$ cat src/rtl/led_port_ctrl_pkg.sv
// Shared definitions for the red LED write port: register offsets, mode encodings, LED width.
// Latency: n/a (constants and types only).
// Backpressure: n/a.
package led_port_ctrl_pkg;

    localparam int LED_WIDTH = 16;

    // Register offsets, shared by the write decode and the read mux.
    localparam int ADDR_LED_DATA = 0;
    localparam int ADDR_MODE     = 1;
    localparam int ADDR_PRESCALE = 2;

    typedef enum logic [1:0] {
        MODE_STATIC = 2'd0,
        MODE_BLINK  = 2'd1,
        MODE_ROT_L  = 2'd2,
        MODE_ROT_R  = 2'd3
    } mode_t;

endpackage

$ cat src/rtl/led_tick_gen.sv
// Tick generator: 2^PRE_SHIFT pre-divider feeding a step counter compared against prescale.
// Latency: tick is combinational from the counters; period is (prescale+1)*2^PRE_SHIFT cycles.
// Backpressure: none; clear restarts both counters and masks a tick in the same cycle.
//
// Ports:
//   clk      system clock
//   reset    asynchronous active-low reset
//   clear    synchronous restart of pre-divider and step counter
//   prescale number of pre-divider wraps per tick, minus one
//   tick     one-cycle pulse in the cycle the step counter matches at a pre-divider wrap
module led_tick_gen #(
    parameter int PRE_SHIFT = 8
) (
    input  logic        clk,
    input  logic        reset,
    input  logic        clear,
    input  logic [15:0] prescale,
    output logic        tick
);

    logic [PRE_SHIFT-1:0] pre_cnt;
    logic [15:0]          step_cnt;
    logic                 pre_wrap;
    logic                 step_match;

    assign pre_wrap   = (pre_cnt == '1);
    assign step_match = (step_cnt == prescale);

    // A register write in the same cycle wins over the tick: nothing downstream
    // may rotate or toggle on the cycle the counters are being restarted.
    assign tick = pre_wrap && step_match && !clear;

    always_ff @(posedge clk or negedge reset) begin
        if (!reset) begin
            pre_cnt  <= '0;
            step_cnt <= '0;
        end else if (clear) begin
            pre_cnt  <= '0;
            step_cnt <= '0;
        end else begin
            pre_cnt <= pre_cnt + PRE_SHIFT'(1);
            if (pre_wrap) begin
                step_cnt <= step_match ? 16'd0 : step_cnt + 16'd1;
            end
        end
    end

endmodule

$ cat src/rtl/led_port_ctrl.sv
// Memory-mapped LED write port: static, blinking or rotating 16-bit pattern at a programmable rate.
// Latency: LED_DATA write reaches data_out 2 cycles after we; rdata is 1 cycle after addr.
// Backpressure: none; every write is accepted, writes to unmapped offsets are dropped.
//
// Ports:
//   clk      system clock
//   reset    asynchronous active-low reset
//   we       single-cycle write strobe
//   addr     register offset for both write and read (0 pattern, 1 mode, 2 prescale)
//   wdata    write data
//   rdata    registered read data for addr, sampled every cycle
//   tick_out pattern-update tick pulse (debug)
//   data_out registered LED word to the red LED stage (raw bits, signed only for port typing)
module led_port_ctrl
    import led_port_ctrl_pkg::*;
#(
    parameter int          ADDR_WIDTH     = 4,
    parameter int          PRE_SHIFT      = 8,
    parameter logic [15:0] RESET_PRESCALE = 16'd19530
) (
    input  logic                        clk,
    input  logic                        reset,
    input  logic                        we,
    input  logic [ADDR_WIDTH-1:0]       addr,
    input  logic [15:0]                 wdata,
    output logic [15:0]                 rdata,
    output logic                        tick_out,
    output logic signed [LED_WIDTH-1:0] data_out
);

    logic [LED_WIDTH-1:0] pattern;
    mode_t                mode;
    logic [15:0]          prescale;
    logic                 phase;
    logic                 wr_hit;
    logic                 tick;
    logic [15:0]          rd_mux;

    // Only offsets 0..2 are mapped; anything above is neither stored nor allowed
    // to restart the tick counters.
    assign wr_hit = we && (addr <= ADDR_WIDTH'(ADDR_PRESCALE));

    led_tick_gen #(
        .PRE_SHIFT (PRE_SHIFT)
    ) u_tick_gen (
        .clk      (clk),
        .reset    (reset),
        .clear    (wr_hit),
        .prescale (prescale),
        .tick     (tick)
    );

    assign tick_out = tick;

    // Register file and pattern engine. A mapped write always restarts the
    // blink phase so software sees a known output right after any update.
    always_ff @(posedge clk or negedge reset) begin
        if (!reset) begin
            pattern  <= '0;
            mode     <= MODE_STATIC;
            prescale <= RESET_PRESCALE;
            phase    <= 1'b0;
        end else if (wr_hit) begin
            phase <= 1'b0;
            case (addr)
                ADDR_WIDTH'(ADDR_LED_DATA): pattern  <= wdata;
                ADDR_WIDTH'(ADDR_MODE):     mode     <= mode_t'(wdata[1:0]);
                default:                    prescale <= wdata;
            endcase
        end else if (tick) begin
            case (mode)
                MODE_BLINK: phase   <= ~phase;
                MODE_ROT_L: pattern <= {pattern[LED_WIDTH-2:0], pattern[LED_WIDTH-1]};
                MODE_ROT_R: pattern <= {pattern[0], pattern[LED_WIDTH-1:1]};
                default:    pattern <= pattern;
            endcase
        end
    end

    always_comb begin
        rd_mux = 16'd0;
        case (addr)
            ADDR_WIDTH'(ADDR_LED_DATA): rd_mux = pattern;
            ADDR_WIDTH'(ADDR_MODE):     rd_mux = {14'd0, mode};
            ADDR_WIDTH'(ADDR_PRESCALE): rd_mux = prescale;
            default:                    rd_mux = 16'd0;
        endcase
    end

    // Output stage: one register behind pattern/phase/mode, and read data one
    // register behind addr (so a same-cycle write reads back the old value).
    always_ff @(posedge clk or negedge reset) begin
        if (!reset) begin
            data_out <= '0;
            rdata    <= '0;
        end else begin
            data_out <= (mode == MODE_BLINK && phase) ? '0 : pattern;
            rdata    <= rd_mux;
        end
    end

endmodule

$ cat config.mk
export PLATFORM = sky130hd
export DESIGN_NAME = led_port_ctrl
export DESIGN_NICKNAME = d
export VERILOG_FILES = /design/src/rtl/led_port_ctrl_pkg.sv /design/src/rtl/led_tick_gen.sv /design/src/rtl/led_port_ctrl.sv
export SDC_FILE = /design/constraint.sdc
export NUM_CORES = 1
export LEC_CHECK = 0
export ABC_CLOCK_PERIOD_IN_PS = 3100
export CORE_MARGIN = 8
export CORE_UTILIZATION = 30
export DETAILED_ROUTE_END_ITERATION = 12
export PLACE_DENSITY_LB_ADDON = 0.2
export SLEW_MARGIN = 20
export SYNTH_ARGS = -nofsm -noshare
export SYNTH_HDL_FRONTEND = slang
export SYNTH_SLANG_ARGS = --single-unit
$ cat constraint.sdc
create_clock -name clk -period 3.1 [get_ports clk]
set_clock_uncertainty 0.1 [all_clocks]
set_input_delay 0.775 -clock clk [delete_from_list [all_inputs] [get_ports clk]]
set_output_delay 0.775 -clock clk [all_outputs]
set_load 0.02 [all_outputs]
==> results of run 1 <==
[layout make-up]
type / count / share of cell area (%)
Timing Repair Buffer: 79 / 13.7
Clock inverter: 6 / 0.743
Tap cell: 180 / 4.18
Sequential cell: 91 / 42.4
Inverter: 2 / 0.139
Clock buffer: 10 / 4.43
Multi-Input combinational cell: 251 / 34.4
[synth_stat cells (2+ instances only)]
library cell               instances  area (um2)
sky130_fd_sc_hd__a31oi_1           3        18.8
sky130_fd_sc_hd__and3_1            2        12.5
sky130_fd_sc_hd__or3_1             3        18.8
sky130_fd_sc_hd__xnor2_1           7        61.3
sky130_fd_sc_hd__xor2_1           25         219
sky130_fd_sc_hd__nand3_1           8        40.0
sky130_fd_sc_hd__mux2_1            6        67.6
sky130_fd_sc_hd__a211oi_1          3        22.5
sky130_fd_sc_hd__nor2_1           23        86.3
sky130_fd_sc_hd__a22o_1           14         123
sky130_fd_sc_hd__ha_1              2        25.0
sky130_fd_sc_hd__and2_1           18         113
sky130_fd_sc_hd__nand2_1          30         113
sky130_fd_sc_hd__dfrtp_1          85        2130
sky130_fd_sc_hd__nand4_1           5        31.3
sky130_fd_sc_hd__nor4_1            3        18.8
sky130_fd_sc_hd__o21ai_0          20         100
sky130_fd_sc_hd__a21oi_1           6        30.0
sky130_fd_sc_hd__dfstp_2           6         158
sky130_fd_sc_hd__mux2_2           18         203
sky130_fd_sc_hd__inv_1             2        7.51
sky130_fd_sc_hd__nor2b_1           2        12.5
sky130_fd_sc_hd__nor4_2            2        25.0
sky130_fd_sc_hd__nor3_1            5        25.0
sky130_fd_sc_hd__mux2i_1          20         200
sky130_fd_sc_hd__mux2_4           10         150
sky130_fd_sc_hd__nand3b_1          2        15.0
sky130_fd_sc_hd__buf_6             3        33.8
sky130_fd_sc_hd__o211ai_1          2        15.0
sky130_fd_sc_hd__clkbuf_1         13        48.8
[stage by stage]
step / cells / cell area [um2] / utilization (%) / total power (uW) / hold WS [ps]
after global placement: 603 / 5110 / 36.9 / 1890 / 389
after floorplan: 362 / 4230 / - / 1710 / 355
final: 619 / 5390 / 39.0 / 2920 / 403
after global routing: 619 / 5390 / 39.0 / 3070 / 429
after detailed placement: 603 / 5110 / 36.9 / 1900 / 392
after CTS: 619 / 5380 / 38.9 / 2960 / 405
[flip-flops by register name, summed over array words and instances (netlist names)]
register	count
u_tick_gen.step_cnt	16
pattern	16
prescale	16
mode	2
data_out	16
u_tick_gen.pre_cnt	8
phase	1
rdata	16
[logic make-up after synthesis]
kind of cell,count (synthesis),synth area share (%)
flops,91,54.0
fa+ha+maj,2,0.591
mux,54,14.7
compound gates,55,8.75
buf+inv,20,2.34
simple gates,108,13.0
xor+xnor,32,6.62
[per-layer routing]
layer / global-route usage [%] / part of all wire (%) / vias to the layer above
met5: 0 / 0 / -
met4: 5.61 / 2.0 / 0
met3: 2.97 / 4.5 / 13
met2: 19.7 / 50 / 51
met1: 13.5 / 44 / 1429
li1: - / - / 1423
[power breakdown]
group | internal [uW] | leakage (uW) | switching (uW) | total, uW
registers | 1320 | 0.00120 | 124 | 1440
clock network | 565 | 0.000139 | 478 | 1040
logic | 220 | 0.00114 | 207 | 428
[how the worst min path moves through the flow]
stage	end	start
6_report	u_tick_gen.pre_cnt[0]	u_tick_gen.pre_cnt[0]
5_1_grt	u_tick_gen.pre_cnt[0]	u_tick_gen.pre_cnt[0]
4_1_cts	u_tick_gen.pre_cnt[0]	u_tick_gen.pre_cnt[0]
3_5_place_dp	u_tick_gen.pre_cnt[0]	u_tick_gen.pre_cnt[0]
3_3_place_gp	u_tick_gen.pre_cnt[0]	u_tick_gen.pre_cnt[0]
2_1_floorplan	u_tick_gen.pre_cnt[0]	u_tick_gen.pre_cnt[0]
[worst reg2reg max path, stage by stage, from the launching register on]
cell and delay [ps]:
sky130_fd_sc_hd__dfstp_2 560, sky130_fd_sc_hd__xor2_1 80, sky130_fd_sc_hd__nor4_1 340, sky130_fd_sc_hd__nand4_1 180, sky130_fd_sc_hd__buf_4 220, sky130_fd_sc_hd__a211o_1 340
sky130_fd_sc_hd__buf_12 170, sky130_fd_sc_hd__mux2_1 320
[timing repair]
item                                   4_1_cts  5_1_grt
endpoints found under the hold margin        0        0
resized for setup                            1        1
setup endpoints to repair                    1        1
==> reports/qor.yml, run 1 <==
run_status: "completed"
routabilityCongestion: 0.809
setup.worst_path.end_class: "primary output"
cell_depth_of_the_worst_flop_to_flop_path: 7
timing.rr.end: "pattern[1]"
layout_worst_path_cycle_share_pct: 96.0
grt_antenna_before_repair: 0
max_cap_viol_count: 0
timing_hold_violations_final: 0
max_slew.worst_pin.slew_ps: 925
yosysWarnings: 0
crit-reg2reg-launch: "prescale[14]"
fp.dieH_um: 135
crit_cells: 5
final_antenna_net_count: 0
clock_latency_ps: 350
setup_viol: 0
mappedNetlistNets: 387
synthesis.area_mm2: 0.00423
row_count: 43
drt_iter0_markers: 263
cpMaxStageDelayCell: "sky130_fd_sc_hd__clkdlybuf4s50_1"
drt_first_pass_iters: 5
critPathLaunchType: "input pin"
worstPathRequired_ps: 2220
portBuffers: 55
area_growth_pct: 27.4
starting_utilization_of_the_core_area_pct: 30.6
fillers: 1321
postCtsHoldBufs: 0
wl_um: 10100
number_of_flops_mapped_to_enable_cells_by_yosys: 0
postSynth.topFlopCell: "sky130_fd_sc_hd__dfrtp_1"
detail_route.vias_per_cell: 4.71
tritoncts_clock_tree: "built"
synth_seq_area_share_pct: 54.0
die-width_um: 135
grt_usage_pct: 11.7
htreeDepth: 3
timing.hold.worst.class: "flip-flop to flip-flop"
timing.slew.headroom_pct: 38.3
grt_max_degree: 72
total_die_area_mm2: 0.0182
first_global_vias: 3068
avgSynthCellArea_um2: 11.7
ctsLongestPathBuffers: 2
design.final.nets: 459
multi_input_logic_area_mm2: 0.00185
unrepaired_setup_endpoints_after_global_routing: "false"
top_level_ports: 56
grt_first_pass_wirelength_um: 16400
worst_setup_path_startpoint: "addr[0]"
timing_max_transition_violations_final: 0
crit_chain: "clkdlybuf4s50_1, nand2_1, and3_1, nor3_1, dlygate4sd2_1"
crit_fanout: 2
period_minus_slack_ps: 2980
post-dp-hpwl_um: 7180
critPathKind: "input pin to primary output"
postcts_setup_bufs: 0
worstHoldPathCells: 1
cts_root_buffer: "sky130_fd_sc_hd__clkbuf_16"
detailroute.via_count: 2916
crit_path_max_incr_delay_ps: 480
wl_per_cell_um: 16.3
diodes: 0
cts_sink_cnt: 91
path_delay_family: "buffers and inverters"
power_per_cell_area_mw_per_mm2: 541
regToRegSetupSlack_ps: 680
layout.area.seq_mm2: 0.00228
synth_cell_types: 44
synth_cells: 362
clk_pin_slew_ps: 60
arrival_ps: 2100
globalRouteOverflowTotal: 0
vdd.ir_drop.worst_mv: 0.205
layout.cells.most_common_list: "sky130_fd_sc_hd__dfrtp_1 (85), sky130_fd_sc_hd__clkdlybuf4s50_1 (53), sky130_fd_sc_hd__nand2_1 (30)"
worstSetupEndpoint: "tick_out"
coreArea_mm2: 0.0138
layout_commonest_cell: "sky130_fd_sc_hd__dfrtp_1"
layout-drive-gt1-share_pct: 18.2
synth-async-reset-ratio_pct: 100
final.setup.tns_ps: 0
drc: 0
dp_worst_setup_slack_ps: -173
worst_slack_ps: 124
cellLeakagePower_uw: 0.00247
critPathBufInv: 2
ys_seq_elements: 91
cts_inserted_buffers: 9
fmax_ghz: 0.336
(Power assumes the default switching activity.)
==> run 2, diff against run 1 <==
--- a/config.mk
+++ b/config.mk
@@ -6,8 +6,10 @@
 export NUM_CORES = 1
 export LEC_CHECK = 0
 export ABC_CLOCK_PERIOD_IN_PS = 3100
+export CAP_MARGIN = 40
 export CORE_MARGIN = 8
 export CORE_UTILIZATION = 30
+export CTS_CLUSTER_SIZE = 8
 export DETAILED_ROUTE_END_ITERATION = 12
 export PLACE_DENSITY_LB_ADDON = 0.2
 export SLEW_MARGIN = 20
==> run 2 against run 1 <==
Net effect: largest power group unchanged; global-route usage fell by 0.18 points; critical endpoint unchanged; maximum frequency increased by 5.5%; worst setup slack better by 150 ps; wire length shrank 1.1%; clock power increased by 8%; sequential share of layout area shrank 0.37 points; power grew 2.6%; critical path type unchanged.
==> reports/qor.yml, run 2 (synthesized netlist as in run 1, its figures left out) <==
run_status: "completed"
setup_viol: 0
portBuffers: 55
starting_utilization_of_the_core_area_pct: 30.6
grt_antenna_before_repair: 0
crit_fanout: 2
die-width_um: 135
worst_slack_ps: 279
crit_chain: "clkdlybuf4s50_1, nand2_1, and3_1, nor3_1, clkbuf_2"
clk_pin_slew_ps: 70
layout-drive-gt1-share_pct: 18.6
unrepaired_setup_endpoints_after_global_routing: "false"
cts_inserted_buffers: 9
postCtsHoldBufs: 0
final.setup.tns_ps: 0
cpMaxStageDelayCell: "sky130_fd_sc_hd__clkdlybuf4s50_1"
grt_usage_pct: 11.5
fmax_ghz: 0.354
multi_input_logic_area_mm2: 0.00185
htreeDepth: 3
tritoncts_clock_tree: "built"
postcts_setup_bufs: 0
final_antenna_net_count: 0
dp_worst_setup_slack_ps: -171
top_level_ports: 56
drc: 0
coreArea_mm2: 0.0138
design.final.nets: 460
power_per_cell_area_mw_per_mm2: 550
cts_sink_cnt: 91
routabilityCongestion: 0.809
diodes: 0
drt_first_pass_iters: 4
timing_max_transition_violations_final: 0
timing.hold.worst.class: "input pin to asynchronous set/reset pin"
area_growth_pct: 28.5
first_global_vias: 3173
layout.area.seq_mm2: 0.00228
post-route-util_pct: 39.3
cts_root_buffer: "sky130_fd_sc_hd__clkbuf_16"
fillers: 1323
max_slew.worst_pin.slew_ps: 490
grt_max_degree: 48
cellLeakagePower_uw: 0.00249
total_die_area_mm2: 0.0182
crit_path_max_incr_delay_ps: 480
period_minus_slack_ps: 2820
max_cap_viol_count: 0
ctsLongestPathBuffers: 2
critPathKind: "input pin to primary output"
clock_latency_ps: 340
detailroute.via_count: 2920
fp.dieH_um: 135
vdd.ir_drop.worst_mv: 0.218
arrival_ps: 1950
wl_per_cell_um: 16.1
wl_um: 9980
drt_iter0_markers: 208
timing.slew.headroom_pct: 67.2
grt_first_pass_wirelength_um: 16400
layout_commonest_cell: "sky130_fd_sc_hd__dfrtp_1"
cts_repair_resize_count: 1
worstPathRequired_ps: 2220
post-dp-hpwl_um: 7300
globalRouteOverflowTotal: 0
row_count: 43
setup.worst_path.end_class: "primary output"
layout.cells.most_common_list: "sky130_fd_sc_hd__dfrtp_1 (85), sky130_fd_sc_hd__clkdlybuf4s50_1 (53), sky130_fd_sc_hd__nand2_1 (30)"
critPathLaunchType: "input pin"
layout_worst_path_cycle_share_pct: 91.0
timing_hold_violations_final: 0
detail_route.vias_per_cell: 4.71
## run 2: changes by cell type in the layout (fill, tap and decap cells not counted), sizes merged
cell,previous run,this run
clkbuf,10,11
bufinv,0,1
dlygate4sd2,1,0
buf,25,26
clkinv,4,2
clkinvlp,1,2
## run 2: final cells by class
type,count,share of cell area (%)
clock inverters,6,1.17
repair buffers,80,14.0
flip-flops and latches,91,42.0
clock buffers,10,4.39
well taps,180,4.14
multi-input cells,251,34.1
inverters,2,0.138
## run 2: metal layers
layer	part of all wire [%]	track usage, %	routed length [um]	vias up
met3	5.4	2.90	539	21
met1	44	13.5	4350	1407
met2	48	19.2	4820	66
met5	0	0	0	-
li1	-	-	-	1426
met4	2.7	5.49	267	0
## run 2: report_power, final
part,leakage [uW],internal (uW),switching [uW]
Clock,0.000145,647,468
Sequential,0.00120,1320,124
Combinational,0.00115,224,209
Total,0.00249,2190,801
## run 2: worst paths after layout
check                                           start  cells after the start  slack [ps]                     end
worst min-delay path                            reset                      1         250  u_tick_gen.step_cnt[9]
max in group asynchronous                       reset                      3        1890               rdata[15]
worst min register to register  u_tick_gen.pre_cnt[0]                      1         400   u_tick_gen.pre_cnt[0]
worst max register to register            prescale[6]                      7         650              pattern[5]
min in group clk                u_tick_gen.pre_cnt[0]                      1         400   u_tick_gen.pre_cnt[0]
worst max-delay path                          addr[1]                      5         280                tick_out
## run 2: metrics by stage
stage	power, uW	hold WS, ps	area [um2]	cells
final	2990	250	5440	620
after global routing	3150	268	5440	620
after global placement	1890	389	5110	603
after CTS	3040	249	5440	620
after floorplan	1710	355	4230	362
after detailed placement	1900	396	5130	604
## run 2: critical path, delay by kind of cell
kind | cells | cell delay [ps]
buffers and inverters | 2 | 690
AND/OR/NAND/NOR | 3 | 480
==> run 3, diff against run 2 <==
--- a/config.mk
+++ b/config.mk
@@ -11,7 +11,7 @@
 export CORE_UTILIZATION = 30
 export CTS_CLUSTER_SIZE = 8
 export DETAILED_ROUTE_END_ITERATION = 12
-export PLACE_DENSITY_LB_ADDON = 0.2
+export SETUP_SLACK_MARGIN = 0.5
 export SLEW_MARGIN = 20
 export SYNTH_ARGS = -nofsm -noshare
 export SYNTH_HDL_FRONTEND = slang
==> run 3 against run 2 <==
Net effect: power rose by 4.8%; maximum frequency rose by 4.2%; register-to-register slack got worse by 70 ps; sequential power barely moved; final area rose by 5.0%; count of clock-buffer cells in the layout rose by 1; largest cell class unchanged.
==> reports/qor.yml, run 3 (synthesized netlist as in run 1, its figures left out) <==
portBuffers: 55
clk_pin_slew_ps: 60
cts_sink_cnt: 91
first_global_vias: 3101
fmax_ghz: 0.369
row_count: 43
routabilityCongestion: 0.839
post-dp-hpwl_um: 7090
timing.slew.headroom_pct: 63.5
dpl_cell_area_mm2: 0.00511
top_level_ports: 56
layoutNonFillerInstCount: 635
globalRouteOverflowTotal: 0
timing.rr.end: "pattern[4]"
htreeDepth: 3
wl_per_cell_um: 16.3
critPathLaunchType: "flip-flop"
max_slew.worst_pin.slew_ps: 543
cpMaxStageDelayCell: "sky130_fd_sc_hd__dfstp_2"
fp.dieH_um: 135
vdd.ir_drop.worst_mv: 0.286
worstPathRequired_ps: 2220
grt_first_pass_wirelength_um: 16400
post-place-cells: 601
detailroute.via_count: 3019
cell_depth_of_the_worst_flop_to_flop_path: 8
layout_commonest_cell: "sky130_fd_sc_hd__dfrtp_1"
regToRegSetupSlack_ps: 580
coreArea_mm2: 0.0138
starting_utilization_of_the_core_area_pct: 30.6
area_growth_pct: 34.9
timing.hold.worst.class: "input pin to asynchronous set/reset pin"
critPathBufInv: 1
dp_worst_setup_slack_ps: -232
drt_first_pass_iters: 4
total_die_area_mm2: 0.0182
timing_max_transition_violations_final: 0
arrival_ps: 1830
layout_worst_path_cycle_share_pct: 87.3
grt_antenna_before_repair: 0
cts_root_buffer: "sky130_fd_sc_hd__clkbuf_16"
wl_um: 10400
grt_usage_pct: 11.5
critPathKind: "flip-flop to primary output"
crit_path_max_incr_delay_ps: 560
layout-drive-gt1-share_pct: 22.6
diodes: 0
period_minus_slack_ps: 2710
max_cap_viol_count: 0
unrepaired_setup_endpoints_after_global_routing: "true"
setup.worst_path.end_class: "primary output"
final_antenna_net_count: 0
power_per_cell_area_mw_per_mm2: 550
drt_iter0_markers: 147
clock_latency_ps: 340
grt_max_degree: 39
crit_chain: "xor2_1, nor4_1, nand4_1, nor3_4, buf_6"
cts_inserted_buffers: 9
worst_slack_ps: 394
setup_viol: 0
run_status: "completed"
path_delay_family: "simple AND/OR/NAND/NOR gates"
crit-reg2reg-launch: "prescale[1]"
crit_fanout: 3
crit_cells: 5
cellLeakagePower_uw: 0.00263
tritoncts_clock_tree: "built"
timing_hold_violations_final: 0
fillers: 1258
ctsLongestPathBuffers: 2
postCtsHoldBufs: 0
worst_setup_path_startpoint: "prescale[1]"
drc: 0
worstSetupEndpoint: "tick_out"
design.final.nets: 475
die-width_um: 135
detail_route.vias_per_cell: 4.75
layout.cells.most_common_list: "sky130_fd_sc_hd__dfrtp_1 (83), sky130_fd_sc_hd__clkdlybuf4s50_1 (51), sky130_fd_sc_hd__buf_4 (33)"
finalInstanceArea_mm2: 0.00571
## run 3: worst min path at each step
| stage | start | endpoint |
|---|---|---|
| floorplan | u_tick_gen.pre_cnt[0] | u_tick_gen.pre_cnt[0] |
| detailed placement | u_tick_gen.pre_cnt[0] | u_tick_gen.pre_cnt[0] |
| CTS | reset | data_out[2] |
| global placement | u_tick_gen.pre_cnt[0] | u_tick_gen.pre_cnt[0] |
| global route | reset | data_out[2] |
| finish | reset | data_out[2] |
## run 3: area by class of cell
type                            count  area, um2  area share, %
Multi-Input combinational cell    251       1900           33.2
Inverter                            2       7.51          0.131
Timing Repair Buffer               95        963           16.9
Tap cell                          180        225           3.94
Clock inverter                      5       85.1           1.49
Sequential cell                    91       2290           40.1
Clock buffer                       11        243           4.25
## run 3: what timing repair did
item,CTS,global route
resized for setup,17,9
gates cloned,1,2
setup endpoints to repair,17,17
buffers inserted,10,5
pin swaps,6,5
## run 3: through the flow
| stage | util, % | setup TNS (ps) | hold slack, ps | total power, uW |
|---|---|---|---|---|
| 3_3_place_gp | 36.8 | -2470 | 374 | 1870 |
| 5_1_grt | 41.3 | 0 | 303 | 3280 |
| 4_1_cts | 40.4 | 0 | 286 | 3150 |
| 3_5_place_dp | 37.0 | -3650 | 385 | 1890 |
| 6_report | 41.3 | 0 | 272 | 3140 |
| 2_1_floorplan | - | 0 | 355 | 1710 |
## run 3: where the power goes
part	total, uW	internal (uW)	switching, uW
sequential	1440	1320	121
combinational	490	259	231
clock	1200	733	471
## run 3: worst reg2reg max path: stages, from the launching register on
cell and delay, ps:
sky130_fd_sc_hd__dfstp_2 560, sky130_fd_sc_hd__xor2_1 70, sky130_fd_sc_hd__nor4_1 280, sky130_fd_sc_hd__nand4_1 220
sky130_fd_sc_hd__buf_4 200, sky130_fd_sc_hd__buf_6 140, sky130_fd_sc_hd__a211o_4 360, sky130_fd_sc_hd__buf_12 160
sky130_fd_sc_hd__mux2_1 320
## run 3: layer usage
layer  global-route usage (%)  vias to the layer above  wire [um]  share of wire, %
met2                     19.7                       75       5270                51
li1                         -                     1462          -                 -
met3                     3.57                       10        630               6.1
met1                     13.3                     1472       4360                42
met5                        0                        -          0                 0
met4                     3.68                        0        114               1.1
==> edit, RTL diff (settings of run 2) <==
The output `rdata` loses its register stage (`rdata` becomes a continuous assignment). Comments in the files are not updated.
--- a/src/rtl/led_port_ctrl.sv
+++ b/src/rtl/led_port_ctrl.sv
@@ -92,12 +92,12 @@
     always_ff @(posedge clk or negedge reset) begin
         if (!reset) begin
             data_out <= '0;
-            rdata    <= '0;
         end else begin
             data_out <= (mode == MODE_BLINK && phase) ? '0 : pattern;
-            rdata    <= rd_mux;
         end
     end
 
+    assign rdata = rd_mux;
+
 endmodule
 
Formal check against the unedited RTL: not equivalent (Yosys sat finds a counterexample within 4 cycles, from zero or initial values and one cycle with reset low).
==> edit against run 2 <==
  * Final cell count down 2.3%
  * Synthesized area down 6.6%
  * Worst setup slack worse by 0.15 ns
  * Cell area down 5.5%
  * Sequential power down 12%
  * Highest routed layer unchanged
  * Sequential cell count down 16
  * Critical endpoint is now rdata[9]
  * Total power down 6.5%
  * Routed wire length up 1.3%
  * Clock power down 9.8%
  * Maximum frequency down 5.2%
==> edit: results (changes against run 2) <==
fmax 336 MHz (-5.2%); Inst Count DP 586 (-3.0%); clock network area share 0.0563 (+0.000589); invs w/o clock 5 (+3); Adder-Cell Fraction of Synth Area 0.00633 (+0.000417); clock buf count 11 (+1); combinational cell fraction of total power 0.184 (+0.039); Post-Synth XOR/XNOR Area 0.0617 (-0.00450); Slew HR 0.547 (-0.125); crit-path max FO 8 (+6); list of most frequent post-synthesis cells dfrtp_1, nand2_1, mux2_2; pwr/cell area 545 nW/um2 (-1.1%); fin util 0.394 (+0.000837); post_cts resized 57 (+56); first-pass GRT wire length 16200 um (-1.4%); Post-Syn Instances 355 (-1.9%); slowest library cell on the worst path dlygate4sd2_1; LEAKAGE 2.28 nW (-8.4%); synth top area cells dfrtp_1, mux2_2, mux2i_1; Non-Clock Buffer Count 77 (-3.8%); setup bufs post-CTS 3 (+3); num sequential 75 (-18%); Seq/Total Area, Yosys 0.477 (-0.0632); Unique masters post-synth 46 (+4.5%); Fin Hold WS 0.383 ns (+0.133 ns); Critical R2R Launch prescale[0]; drt wl/cell 16.7 um (+3.6%); multiplexer share of the synthesized area 0.162 (+0.0154); switching pwr 0.000804 W (+0.33%); register area 1880 um2 (-18%); largest net degree at the start of global routing 49 (+2.1%); Signal buf overhead 0.147 (+0.00654); hpwl dp 7220 um (-1.0%); CP peak stage delay 0.30 ns (-0.18 ns); post-place setup slack -0.376 ns (-0.205 ns); Synth Net Count 380 (-1.8%); comb_multi_in 257 (+2.4%); fin cells 606 (-2.3%); Clk network pwr share 0.362 (-0.011); status finished, final reports clean; CP Data Arrival Time 2.10 ns (+0.15 ns); vias in the first global route 3040 (-4.2%); VDD IR-drop max 263 uV (+21%); Multi-input gate area 1970 um2 (+6.2%); synthesized area per cell 11.1 um2 (-4.8%)
==> edit: cell types whose count changed after synthesis, moves of 4 or more <==
cell	run 2	this run
a31oi_1	3	8
nand3_1	8	13
mux2_2	18	24
mux2_1	6	0
xnor2_1	7	3
dfrtp_1	85	69
==> edit: routing by layer <==
metal / vias up / part of all wire / track usage
met4: 0 / 0.018 / 0.0540
met1: 1466 / 0.45 / 0.150
met3: 14 / 0.053 / 0.0223
met5: - / 0 / 0
met2: 61 / 0.48 / 0.208
li1: 1418 / - / -
==> edit: worst max-delay path by stage <==
| stage | from | to | cells past startpoint |
|---|---|---|---|
| 6_report | addr[3] | rdata[9] | 6 |
| 2_1_floorplan | addr[0] | tick_out | 6 |
| 4_1_cts | prescale[0] | tick_out | 6 |
| 5_1_grt | prescale[0] | tick_out | 6 |
| 3_5_place_dp | addr[0] | rdata[10] | 5 |
| 3_3_place_gp | addr[2] | tick_out | 6 |
